`src/rtl/sys_tx_control.sv`:
```
// Transmit sequencer: holds one reg-file byte and one ALU word,
// arbitrates round-robin and serialises bytes into the TX FIFO.
module sys_tx_control #(
    parameter int width = 8
) (
    input  logic               CLK,
    input  logic               Reset,
    input  logic [width-1:0]   RdData,
    input  logic               RdData_Valid,
    input  logic [2*width-1:0] ALU_OUT,
    input  logic               ALU_Valid,
    input  logic               FIFO_Full,
    output logic [width-1:0]   FIFO_WrData,
    output logic               FIFO_WrEN,
    output logic               Busy,
    output logic               Drop_Err
);

    typedef enum logic [1:0] {
        IDLE,
        SEND_RD,
        SEND_ALU_LO,
        SEND_ALU_HI
    } state_t;

    state_t             state;
    logic               rd_pend;
    logic               alu_pend;
    logic [width-1:0]   rd_hold;
    logic [2*width-1:0] alu_hold;
    logic               last_alu;

    logic rd_rel;
    logic alu_rel;
    logic rd_acc;
    logic alu_acc;
    logic rd_drop;
    logic alu_drop;

    assign FIFO_WrEN = (state != IDLE) && !FIFO_Full;
    assign Busy      = (state != IDLE) || rd_pend || alu_pend;

    // A slot frees on the edge its last byte is written, so a strobe
    // landing on that same edge may refill it.
    assign rd_rel   = (state == SEND_RD) && FIFO_WrEN;
    assign alu_rel  = (state == SEND_ALU_HI) && FIFO_WrEN;
    assign rd_acc   = !rd_pend || rd_rel;
    assign alu_acc  = !alu_pend || alu_rel;
    assign rd_drop  = RdData_Valid && !rd_acc;
    assign alu_drop = ALU_Valid && !alu_acc;

    always_comb begin
        FIFO_WrData = '0;
        unique case (state)
            SEND_RD:     FIFO_WrData = rd_hold;
            SEND_ALU_LO: FIFO_WrData = alu_hold[width-1:0];
            SEND_ALU_HI: FIFO_WrData = alu_hold[2*width-1:width];
            default:     FIFO_WrData = '0;
        endcase
    end

    always_ff @(posedge CLK or negedge Reset) begin
        if (!Reset) begin
            state    <= IDLE;
            rd_pend  <= 1'b0;
            alu_pend <= 1'b0;
            rd_hold  <= '0;
            alu_hold <= '0;
            last_alu <= 1'b1;
            Drop_Err <= 1'b0;
        end else begin
            Drop_Err <= rd_drop || alu_drop;

            if (RdData_Valid && rd_acc) begin
                rd_hold <= RdData;
                rd_pend <= 1'b1;
            end else if (rd_rel) begin
                rd_pend <= 1'b0;
            end

            if (ALU_Valid && alu_acc) begin
                alu_hold <= ALU_OUT;
                alu_pend <= 1'b1;
            end else if (alu_rel) begin
                alu_pend <= 1'b0;
            end

            // last_served only moves when both sources contend
            unique case (state)
                IDLE: begin
                    if (rd_pend && alu_pend) begin
                        if (last_alu) begin
                            state    <= SEND_RD;
                            last_alu <= 1'b0;
                        end else begin
                            state    <= SEND_ALU_LO;
                            last_alu <= 1'b1;
                        end
                    end else if (rd_pend) begin
                        state <= SEND_RD;
                    end else if (alu_pend) begin
                        state <= SEND_ALU_LO;
                    end
                end
                SEND_RD: begin
                    if (FIFO_WrEN) state <= IDLE;
                end
                SEND_ALU_LO: begin
                    if (FIFO_WrEN) state <= SEND_ALU_HI;
                end
                SEND_ALU_HI: begin
                    if (FIFO_WrEN) state <= IDLE;
                end
                default: state <= IDLE;
            endcase
        end
    end

endmodule

```
`config.mk`:
```
export PLATFORM = sky130hd
export DESIGN_NAME = sys_tx_control
export DESIGN_NICKNAME = d
export VERILOG_FILES = /design/src/rtl/sys_tx_control.sv
export SDC_FILE = /design/constraint.sdc
export NUM_CORES = 1
export LEC_CHECK = 0
export ABC_AREA = 1
export CORE_MARGIN = 1.5
export CORE_UTILIZATION = 56
export DETAILED_ROUTE_END_ITERATION = 7
export DONT_BUFFER_PORTS = 1
export GPL_TIMING_DRIVEN = 0
export HOLD_SLACK_MARGIN = 0.02
export PLACE_DENSITY = 0.71
export RECOVER_POWER = 25
export REMOVE_ABC_BUFFERS = 1
export SYNTH_ARGS = -nofsm -noshare
export SYNTH_HDL_FRONTEND = slang
export SYNTH_SLANG_ARGS = --single-unit
```
`constraint.sdc`:
```
create_clock -name CLK -period 3.15 [get_ports CLK]
set_input_delay 0.945 -clock CLK [delete_from_list [all_inputs] [get_ports CLK]]
set_output_delay 0.945 -clock CLK [all_outputs]
set_load 0.005 [all_outputs]
```
==> results of run 1 <==
==> per-stage QoR <==
step	std cells	cell area [um2]	util, %	setup WS [ns]
2_1_floorplan	175	1390	-	1.00
3_3_place_gp	205	1420	58.5	0.968
3_5_place_dp	205	1420	58.5	0.965
4_1_cts	213	1500	61.6	0.696
5_1_grt	213	1500	61.6	0.534
6_report	213	1500	61.6	0.697
==> metal layers <==
layer / track usage, % / part of all wire (%)
met1: 27.1 / 45
met2: 33.1 / 46
met3: 10.2 / 7.6
met4: 8.97 / 1.1
met5: 0 / 0
==> layout by cell type, fill, tap and decap left out <==
cell type and instances:
inv_1 10, clkbuf_4 5, dfrtp_1 29, xor2_1 1, o21ai_4 1, nand2_4 1
a21oi_1 2, bufinv_16 1, nand2_2 3, nand2_1 80, dfstp_2 1, o21ai_0 3
nor2_2 1, nor2_1 4, nand3_1 39, clkbuf_1 2
==> cell families after synthesis <==
family	count (synthesis)
compound gates	6
xor+xnor	1
buf+inv	16
flops	30
simple gates	128
==> cell type report <==
class,count,area [um2]
fill,239,933
sequential,30,752
multi-input combinational,135,597
clock buffer,7,45.0
inverter,10,37.5
tap,30,37.5
clock inverter,1,30.0
==> registers in the layout, indices dropped and copies added (netlist names) <==
register	flops
rd_hold	8
state	2
alu_hold	16
last_alu	1
Drop_Err	1
rd_pend	1
alu_pend	1
==> worst paths after layout <==
check,from,to,slack [ns],cells past startpoint
worst max-delay path,state[0],FIFO_WrData[0],0.70,4
worst max register to register,state[0],alu_hold[13],1.65,5
worst min register to register,alu_hold[3],alu_hold[3],0.48,2
min in group CLK,alu_hold[3],alu_hold[3],0.48,2
worst min-delay path,Reset,alu_hold[14],0.29,0
max in group asynchronous,Reset,last_alu,2.69,0
==> power by group through the flow <==
stage          Sequential [mW]  Clock [mW]  Combinational [mW]
2_1_floorplan            0.663           0               0.403
3_3_place_gp             0.686           0               0.482
3_5_place_dp             0.695           0               0.500
4_1_cts                  0.688       0.306               0.503
5_1_grt                  0.708       0.324               0.574
6_report                 0.689       0.302               0.498
==> impl_metrics.tcl, run 1 <==
set metrics [dict create \
    nNetsFinal 211 \
    yosys-top-cells-count "80 x nand2_1, 39 x nand3_1, 29 x dfrtp_1" \
    tritoncts "yes" \
    irDropWorstVdd_mv 0.542 \
    place_congestion 0.751 \
    synth_mux_area_share_pct 0 \
    leakage_nw 0.802 \
    synth_top_family_by_area "simple AND/OR/NAND/NOR gates" \
    fin_crit_sh_pct 77.9 \
    cts_hold_buf 0 \
    die_h_um 53.4 \
    synthMostInstantiatedCell "nand2_1" \
    synth_top_area_cell "dfrtp_1" \
    grt_pass1_vias 953 \
    slew_headroom_pct 66.6 \
    totalPowerFinal_mw 1.49 \
    syn-cell-area_um2 1420 \
    fin_skew_ns 0.00779 \
    ys_top_cells_by_area "dfrtp_1 51%, nand2_1 21%, nand3_1 14%, inv_1 2.6%, dfstp_2 1.8%" \
    comb_power_share_pct 33.4 \
    grt_pass1_wl_um 4290 \
    ys_ff_latch 30 \
    synth_top_flop_cell "dfrtp_1" \
    drt_iter0_markers 30 \
    overflow 0 \
    p_per_area_nw_per_um2 993 \
    antenna_found_initial 0 \
    min_period_ns 2.45 \
    via_count 1147 \
    finalHoldViolCount 0 \
    synth_edf_count 0 \
    drt_wl_total_um 2880 \
    num_antenna_cells 0 \
    die_w_um 53.4 \
    setup_viol 0 \
    cts_sinks 30 \
    power.switching_uw 588 \
    synthCells 181 \
    arrival_ns 1.51 \
    top_level_ports 40 \
    critical_path_class "register to output port" \
    sequentialPowerShare_pct 46.3 \
    swShare_pct 39.5 \
    grt_max_degree 31 \
    post_cts_resize_count 0 \
    cts_made_buffers 5 \
    maxSlewViolCount 0 \
    io_buffers 0 \
    intPower_uw 901 \
    clkTransAtPathRegs_ns 0.10 \
    rows 18 \
    htree_levels 2 \
    hpwl_um 2000 \
    worst_hold_slack_ns 0.289 \
    clock_latency_ns 0.34 \
    synth-adder-area-share_pct 0 \
    drc 0 \
    critical_path.cell_chain "inv_1 > nor2_1 > nand2_1 > nand3_1" \
    yosysSeqAreaShare_pct 52.9 \
    worstPathMaxFanout 8 \
    cp_slowest_cell "dfrtp_1" \
    wl_per_cell_um 13.5 \
    maxCapViolCount 0 \
    die_area_um2 2850 \
    syn_area_per_cell_um2 7.86 \
    drtPass1Iterations 4 \
    grt_usage_pct 22.0 \
    cts_buffer_depth 2 \
    critPathTopFamily "simple AND/OR/NAND/NOR gates" \
    critical_path_buf_inv_count 1 \
    start_util_pct 58.5 \
    drive_gt1_share_pct 7.10 \
    yosysWarnings 0 \
    tightest_slew_ns 0.499 \
    route.antenna.remaining_nets 0 \
    synth-compound-area-share_pct 2.90 \
    cp.required_ns 2.20 \
    status "finished clean" \
    syn2layout_area_growth_pct 5.37 \
    synth_xor_area_share_pct 0.616 \
    setup.worst_path.end_class "output port" \
    hp-class "input port to async pin" \
    routed_via_density 5.38 \
    clockRootBuffer "clkbuf_4" \
    synth.distinct_cells 18 \
    setup_tns_ns 0 \
    postCtsSetupRepairBufs 0 \
    fmax_ghz 0.408 \
    synth_top_area_share_pct 51.0 \
    startpoint_type "register" \
    synthArstFlopShare_pct 100 \
    rsz0062_at_grt "no" \
    power_frac_clock_pct 20.3 \
    synthSimpleGateAreaFrac_pct 38.4 \
    cp_slowest_stage_delay_ns 0.47 \
    coreArea_um2 2430 \
]
No activity file was read; power rests on OpenSTA's default activity.
==> run 2: changes to the inputs <==
--- a/config.mk
+++ b/config.mk
@@ -7,12 +7,12 @@
 export LEC_CHECK = 0
 export ABC_AREA = 1
 export CORE_MARGIN = 1.5
-export CORE_UTILIZATION = 56
+export CORE_UTILIZATION = 55
 export DETAILED_ROUTE_END_ITERATION = 7
 export DONT_BUFFER_PORTS = 1
 export GPL_TIMING_DRIVEN = 0
 export HOLD_SLACK_MARGIN = 0.02
-export PLACE_DENSITY = 0.71
+export PLACE_DENSITY = 0.73
 export RECOVER_POWER = 25
 export REMOVE_ABC_BUFFERS = 1
 export SYNTH_ARGS = -nofsm -noshare
==> constraint.sdc (replaced) <==
create_clock -name CLK -period 2.1 [get_ports CLK]
set_input_delay 0.63 -clock CLK [delete_from_list [all_inputs] [get_ports CLK]]
set_output_delay 0.63 -clock CLK [all_outputs]
set_load 0.005 [all_outputs]
==> impl_metrics.tcl, run 2 (same netlist as run 1, synthesis figures left out) <==
set metrics [dict create \
    clock_latency_ns 0.32 \
    via_count 1170 \
    arrival_ns 1.34 \
    finalHoldViolCount 0 \
    fin_skew_ns 0.00337 \
    hpwl_um 2070 \
    drive_gt1_share_pct 9.78 \
    drt_iter0_markers 33 \
    power_frac_clock_pct 19.1 \
    critical_path_class "register to output port" \
    leakage_nw 0.808 \
    maxCapViolCount 1 \
    route.antenna.remaining_nets 0 \
    r2r_start "state[0]" \
    critPathTopFamily "flip-flops" \
    fmax_ghz 0.508 \
    regArea_um2 754 \
    regMostFlops "alu_hold" \
    rsz0062_at_grt "no" \
    clkTransAtPathRegs_ns 0.10 \
    clockRootBuffer "clkbuf_4" \
    final_util_pct 62.0 \
    drtPass1Iterations 5 \
    grt_pass1_wl_um 4870 \
    fill_cells 231 \
    place_congestion 0.712 \
    io_buffers 0 \
    most-common-layout-cells "80 x nand2_1, 39 x nand3_1, 27 x dfrtp_1" \
    overflow 0 \
    nNetsFinal 212 \
    wl_per_cell_um 13.8 \
    drt_wl_total_um 2940 \
    layout_commonest_cell "nand2_1" \
    antenna_found_initial 0 \
    critical_path_buf_inv_count 1 \
    swShare_pct 40.4 \
    routed_via_density 5.47 \
    min_period_ns 1.97 \
    critical_path_depth 4 \
    r2r-end "alu_hold[2]" \
    final_cells 214 \
    tightest_slew_ns 1.56 \
    grt_pass1_vias 1126 \
    maxSlewViolCount 30 \
    setup_viol 0 \
    intPower_mw 1.34 \
    largest_reg_flops 16 \
    multiInputGateArea_um2 609 \
    totalPowerFinal_mw 2.25 \
    sequentialPowerShare_pct 46.6 \
    status "finished with violations" \
    htree_levels 2 \
    cp_slowest_cell "dfrtp_2" \
    cp_slowest_stage_delay_ns 0.46 \
    r2r_slack_ns 0.63 \
    num_antenna_cells 0 \
    hp-class "input port to async pin" \
    die_area_um2 2900 \
    cp.required_ns 1.47 \
    top_level_ports 40 \
    setup_tns_ns 0 \
    drc 0 \
    critical_path.cell_chain "nand2_2 > inv_1 > nand2_1 > nand3_1" \
    cts_sinks 30 \
    cts_buffer_depth 2 \
    slew_headroom_pct -3.85 \
    grt_max_degree 30 \
    start_util_pct 58.0 \
    startpoint_type "register" \
    irDropWorstVdd_mv 0.828 \
    cts_made_buffers 5 \
    die_w_um 53.9 \
    coreArea_um2 2450 \
    power.switching_uw 907 \
    tritoncts "yes" \
    reg2reg_depth 5 \
    largestRegisters "alu_hold: 16 flops, rd_hold: 8 flops, state: 2 flops" \
    dp.cells 205 \
    die_h_um 53.9 \
    violations "capacitance limit, slew limit" \
    setup.worst_path.end_class "output port" \
    p_per_area_nw_per_um2 1480 \
    comb_power_share_pct 34.3 \
    rows 18 \
    grt_usage_pct 24.1 \
    worstPathMaxFanout 8 \
    fin_crit_sh_pct 93.7 \
    syn2layout_area_growth_pct 6.95 \
]
==> run 2: changes by cell type in the layout (fill, tap and decap cells not counted) <==
cell	before	now
dfrtp_1	29	27
bufinv_16	1	0
dfrtp_2	0	2
nor2_1	4	3
clkbuf_8	0	3
nor2_4	0	2
nor2_2	1	0
clkbuf_1	2	1
==> run 2: what timing repair did <==
action,in CTS,in global routing
gates resized for setup,2,3
endpoints found under the hold margin,29,0
endpoints found under the setup margin,8,8
buffers inserted,0,0
hold buffers,1,0
==> run 2: how the worst max path moves through the flow <==
stage,from,endpoint,slack [ns]
4_1_cts,state[0],FIFO_WrData[6],0.01
6_report,state[0],FIFO_WrData[3],0.13
3_3_place_gp,state[0],FIFO_WrData[0],0.34
3_5_place_dp,state[0],FIFO_WrData[6],0.28
2_1_floorplan,state[0],FIFO_WrData[0],0.53
5_1_grt,state[0],FIFO_WrData[2],0.01
==> run 2: power groups by stage <==
stage	Sequential, mW	Combinational, mW	Clock, mW
3_5_place_dp	1.04	0.751	0
5_1_grt	1.08	0.913	0.463
2_1_floorplan	0.995	0.604	0
6_report	1.05	0.772	0.429
3_3_place_gp	1.03	0.722	0
4_1_cts	1.04	0.780	0.435
==> run 2: area by class of cell <==
type                       count  share of cell area, %
sequential                    30                   49.6
multi-input combinational    135                   40.0
inverter                      10                   2.47
tap                           30                   2.47
clock buffer                   8                   5.18
timing repair buffer           1                  0.247
==> run 2: per-stage QoR <==
stage               hold WS [ns]  worst slack, ns  instance area [um2]
global route               0.104           0.0123                 1520
global placement           0.335            0.344                 1420
finish                     0.134            0.132                 1520
detailed placement         0.335            0.277                 1420
CTS                        0.114           0.0110                 1530
floorplan                  0.334            0.529                 1390
==> run 2: worst reg2reg max path, cell delays in order, from the launching register on <==
cell     delay, ns
dfrtp_2       0.46
nand2_2       0.10
o21ai_4       0.41
nand2_4       0.22
nand2_1       0.11
nand2_1       0.06
==> run 2: per-layer routing <==
layer	GRT usage, %	vias to the layer above	wire length, um
met4	6.84	0	29
met3	10.0	4	224
li1	-	579	-
met5	0	-	0
met2	41.5	38	1470
met1	27.4	549	1210
==> variant (settings of run 2) <==
Put one more register stage on the output `Drop_Err`. The value now appears one clock later. The other outputs are not delayed to match.
--- a/src/rtl/sys_tx_control.sv
+++ b/src/rtl/sys_tx_control.sv
@@ -23,4 +23,6 @@
         SEND_ALU_HI
     } state_t;
+
+    logic Drop_Err_s0;
 
     state_t             state;
@@ -68,7 +70,7 @@
             alu_hold <= '0;
             last_alu <= 1'b1;
-            Drop_Err <= 1'b0;
+            Drop_Err_s0 <= 1'b0;
         end else begin
-            Drop_Err <= rd_drop || alu_drop;
+            Drop_Err_s0 <= rd_drop || alu_drop;
 
             if (RdData_Valid && rd_acc) begin
@@ -117,4 +119,8 @@
     end
 
+    always_ff @(posedge CLK) begin
+        Drop_Err <= Drop_Err_s0;
+    end
+
 endmodule
 
Function: changed (Yosys sat finds a counterexample within 4 cycles, from zero or initial values and one cycle with Reset low).
==> variant against run 2 <==
  * The flow finishes with violations (capacitance limit)
  * Power shrank 2.0%
  * Maximum frequency shrank 0.53%
  * Sequential cell count grew 1
  * Synthesized area grew 1.4%
  * Design area shrank 0.16%
  * Setup slack lost 0.011 ns
  * Routed wire length grew 2.6%
  * Via count grew 2.4%
  * Critical path type unchanged
==> variant: results (changes against run 2) <==
- Status: finished, violations left
- Violated checks: capacitance limit
- Worst min-delay path class: input pin to async pin
- H-tree depth: 2 (unchanged)
- GR Util met3: 10.7% (+0.66 points)
- Clock Root Buffer: clkbuf_4
- Max Buffers Root-to-Sink: 2 (unchanged)
- Critical path data arrival time: 1.35 ns
- Largest registers: alu_hold (16), rd_hold (8), state (2)
- Critical Path Fanout Max: 9 (+1)
- Initial DRC Count: 27 (-18%)
- Max-cap violations: 1 (unchanged)
- Drt pass-1 iters: 4 (-1)
- Synth cell count leaders: nand2_1, nand3_1, dfrtp_1, inv_1, nor2_1
- Met2 global-route usage: 39.0% (-2.5 points)
- Initial antenna violation count: 0 (unchanged)
- # diodes: 0 (unchanged)
- Max frequency: 505 MHz (-0.53%)
- # fillers: 235 (+1.7%)
- Met1 usage: 27.5% (+0.15 points)
- Max_slew headroom: 0.631% (+4.5 points)
- Vias per cell: 5.60 (+2.4%)
- Vias: 1198 (+2.4%)
- Largest net degree at the start of global routing: 30 (unchanged)
- I/O Buffers: 0 (unchanged)
- Num CTS Buffers: 5 (unchanged)
- Post-synth ARST share: 96.8% (-3.2 points)
- Top cells by area, synth: dfrtp_1, nand2_1, nand3_1
- Share of cells above drive strength 1: 9.24% (-0.54 points)
- Leak pwr: 0.806 nW (-0.25%)
- Synthesized area per cell: 7.93 um^2 (+0.85%)
- Max incr delay on CP: 0.46 ns (about the same)
- First-pass GRT wire length: 4730 um (-3.0%)
- Number of global-route vias before repair: 1070 (-5.0%)
- Slowest CP cell: dfrtp_2
- Worst-path clk slew: 0.09 ns
- R2r setup slk: 0.58 ns (-0.05 ns)
- Cell family contributing the most delay on the critical path: flip-flops
- Final WL: 3020 um (+2.6%)
- Register area share after synthesis: 53.5% (+0.65 points)
- Final #Nets: 213 (+0.47%)
- Post-CTS Setup Bufs: 0 (unchanged)
- Total GRT Usage: 23.6% (-0.51 points)
- DP Wirelength: 2120 um (+2.4%)
- Ys Warns: 0 (unchanged)
- Worst-Skew Late Latency: about 0.33 ns
- VDD IR max: 0.000709 V (-14%)
- Clk_skew: 0.00597 ns (+0.00260 ns)
- Post-synth cell types: 19 (+1)
- Final GP Congestion: 0.788 (+11%)
==> variant: changes by cell type in the layout (fill, tap and decap cells not counted) <==
cell,before,now
clkbuf_8,3,1
clkinv_2,0,1
dfxtp_1,0,1
==> variant: power breakdown <==
part | internal, mW | switching, mW
combinational | 0.258 | 0.527
sequential | 0.879 | 0.192
clock | 0.155 | 0.192
==> variant: stage by stage <==
step | hold WS, ns | setup WS [ns] | util, % | area, um^2
CTS | 0.103 | 0.0318 | 61.9 | 1530
finish | 0.138 | 0.121 | 61.3 | 1520
detailed placement | 0.335 | 0.219 | 58.3 | 1440
floorplan | 0.324 | 0.529 | - | 1410
global route | 0.105 | 0.0156 | 61.3 | 1520
global placement | 0.327 | 0.247 | 58.3 | 1440
==> variant: worst paths after layout <==
| kind | from | cells past startpoint | end |
|---|---|---|---|
| worst min register to register | Drop_Err_s0$_DFF_PN0_ | 0 | Drop_Err$_DFF_P_ |
| min in group CLK | Drop_Err_s0$_DFF_PN0_ | 0 | Drop_Err$_DFF_P_ |
| max in group asynchronous | Reset | 1 | state[0]$_DFFE_PN0P_ |
| worst max register to register | state[1]$_DFFE_PN0P_ | 5 | alu_hold[9]$_DFFE_PN0P_ |
| worst min-delay path | Reset | 0 | last_alu$_DFFE_PN1P_ |
| worst max-delay path | state[1]$_DFFE_PN0P_ | 4 | FIFO_WrData[6] |
==> variant: final cells by class <==
cell class                      instances  area [um^2]  area share (%)
Tap cell                               30         37.5            2.47
Clock buffer                            6         51.3            3.38
Clock inverter                          1         5.00           0.329
Multi-Input combinational cell        135          609            40.1
Inverter                               10         37.5            2.47
Timing Repair Buffer                    1         3.75           0.247
Sequential cell                        31          774            51.0
==> variant: logic make-up after synthesis <==
kind of cell	after synthesis	synth area share, %
buffers and inverters	16	5.12
DFF	31	53.5
and+or+nand+nor	128	37.9
AOI/OAI and AO/OA	6	2.86
xor gates and xnor gates	1	0.607
==> variant: repair_timing <==
action	4_1_cts	5_1_grt
hold buffers	1	0
hold endpoints to repair	29	0
setup endpoints to repair	8	8
resized for setup	3	2
==> variant: metal layers <==
layer / vias to the layer above / share of wire, %
met5: - / 0
met4: 0 / 1.0
met1: 581 / 42
met3: 5 / 6.7
li1: 582 / -
met2: 30 / 50
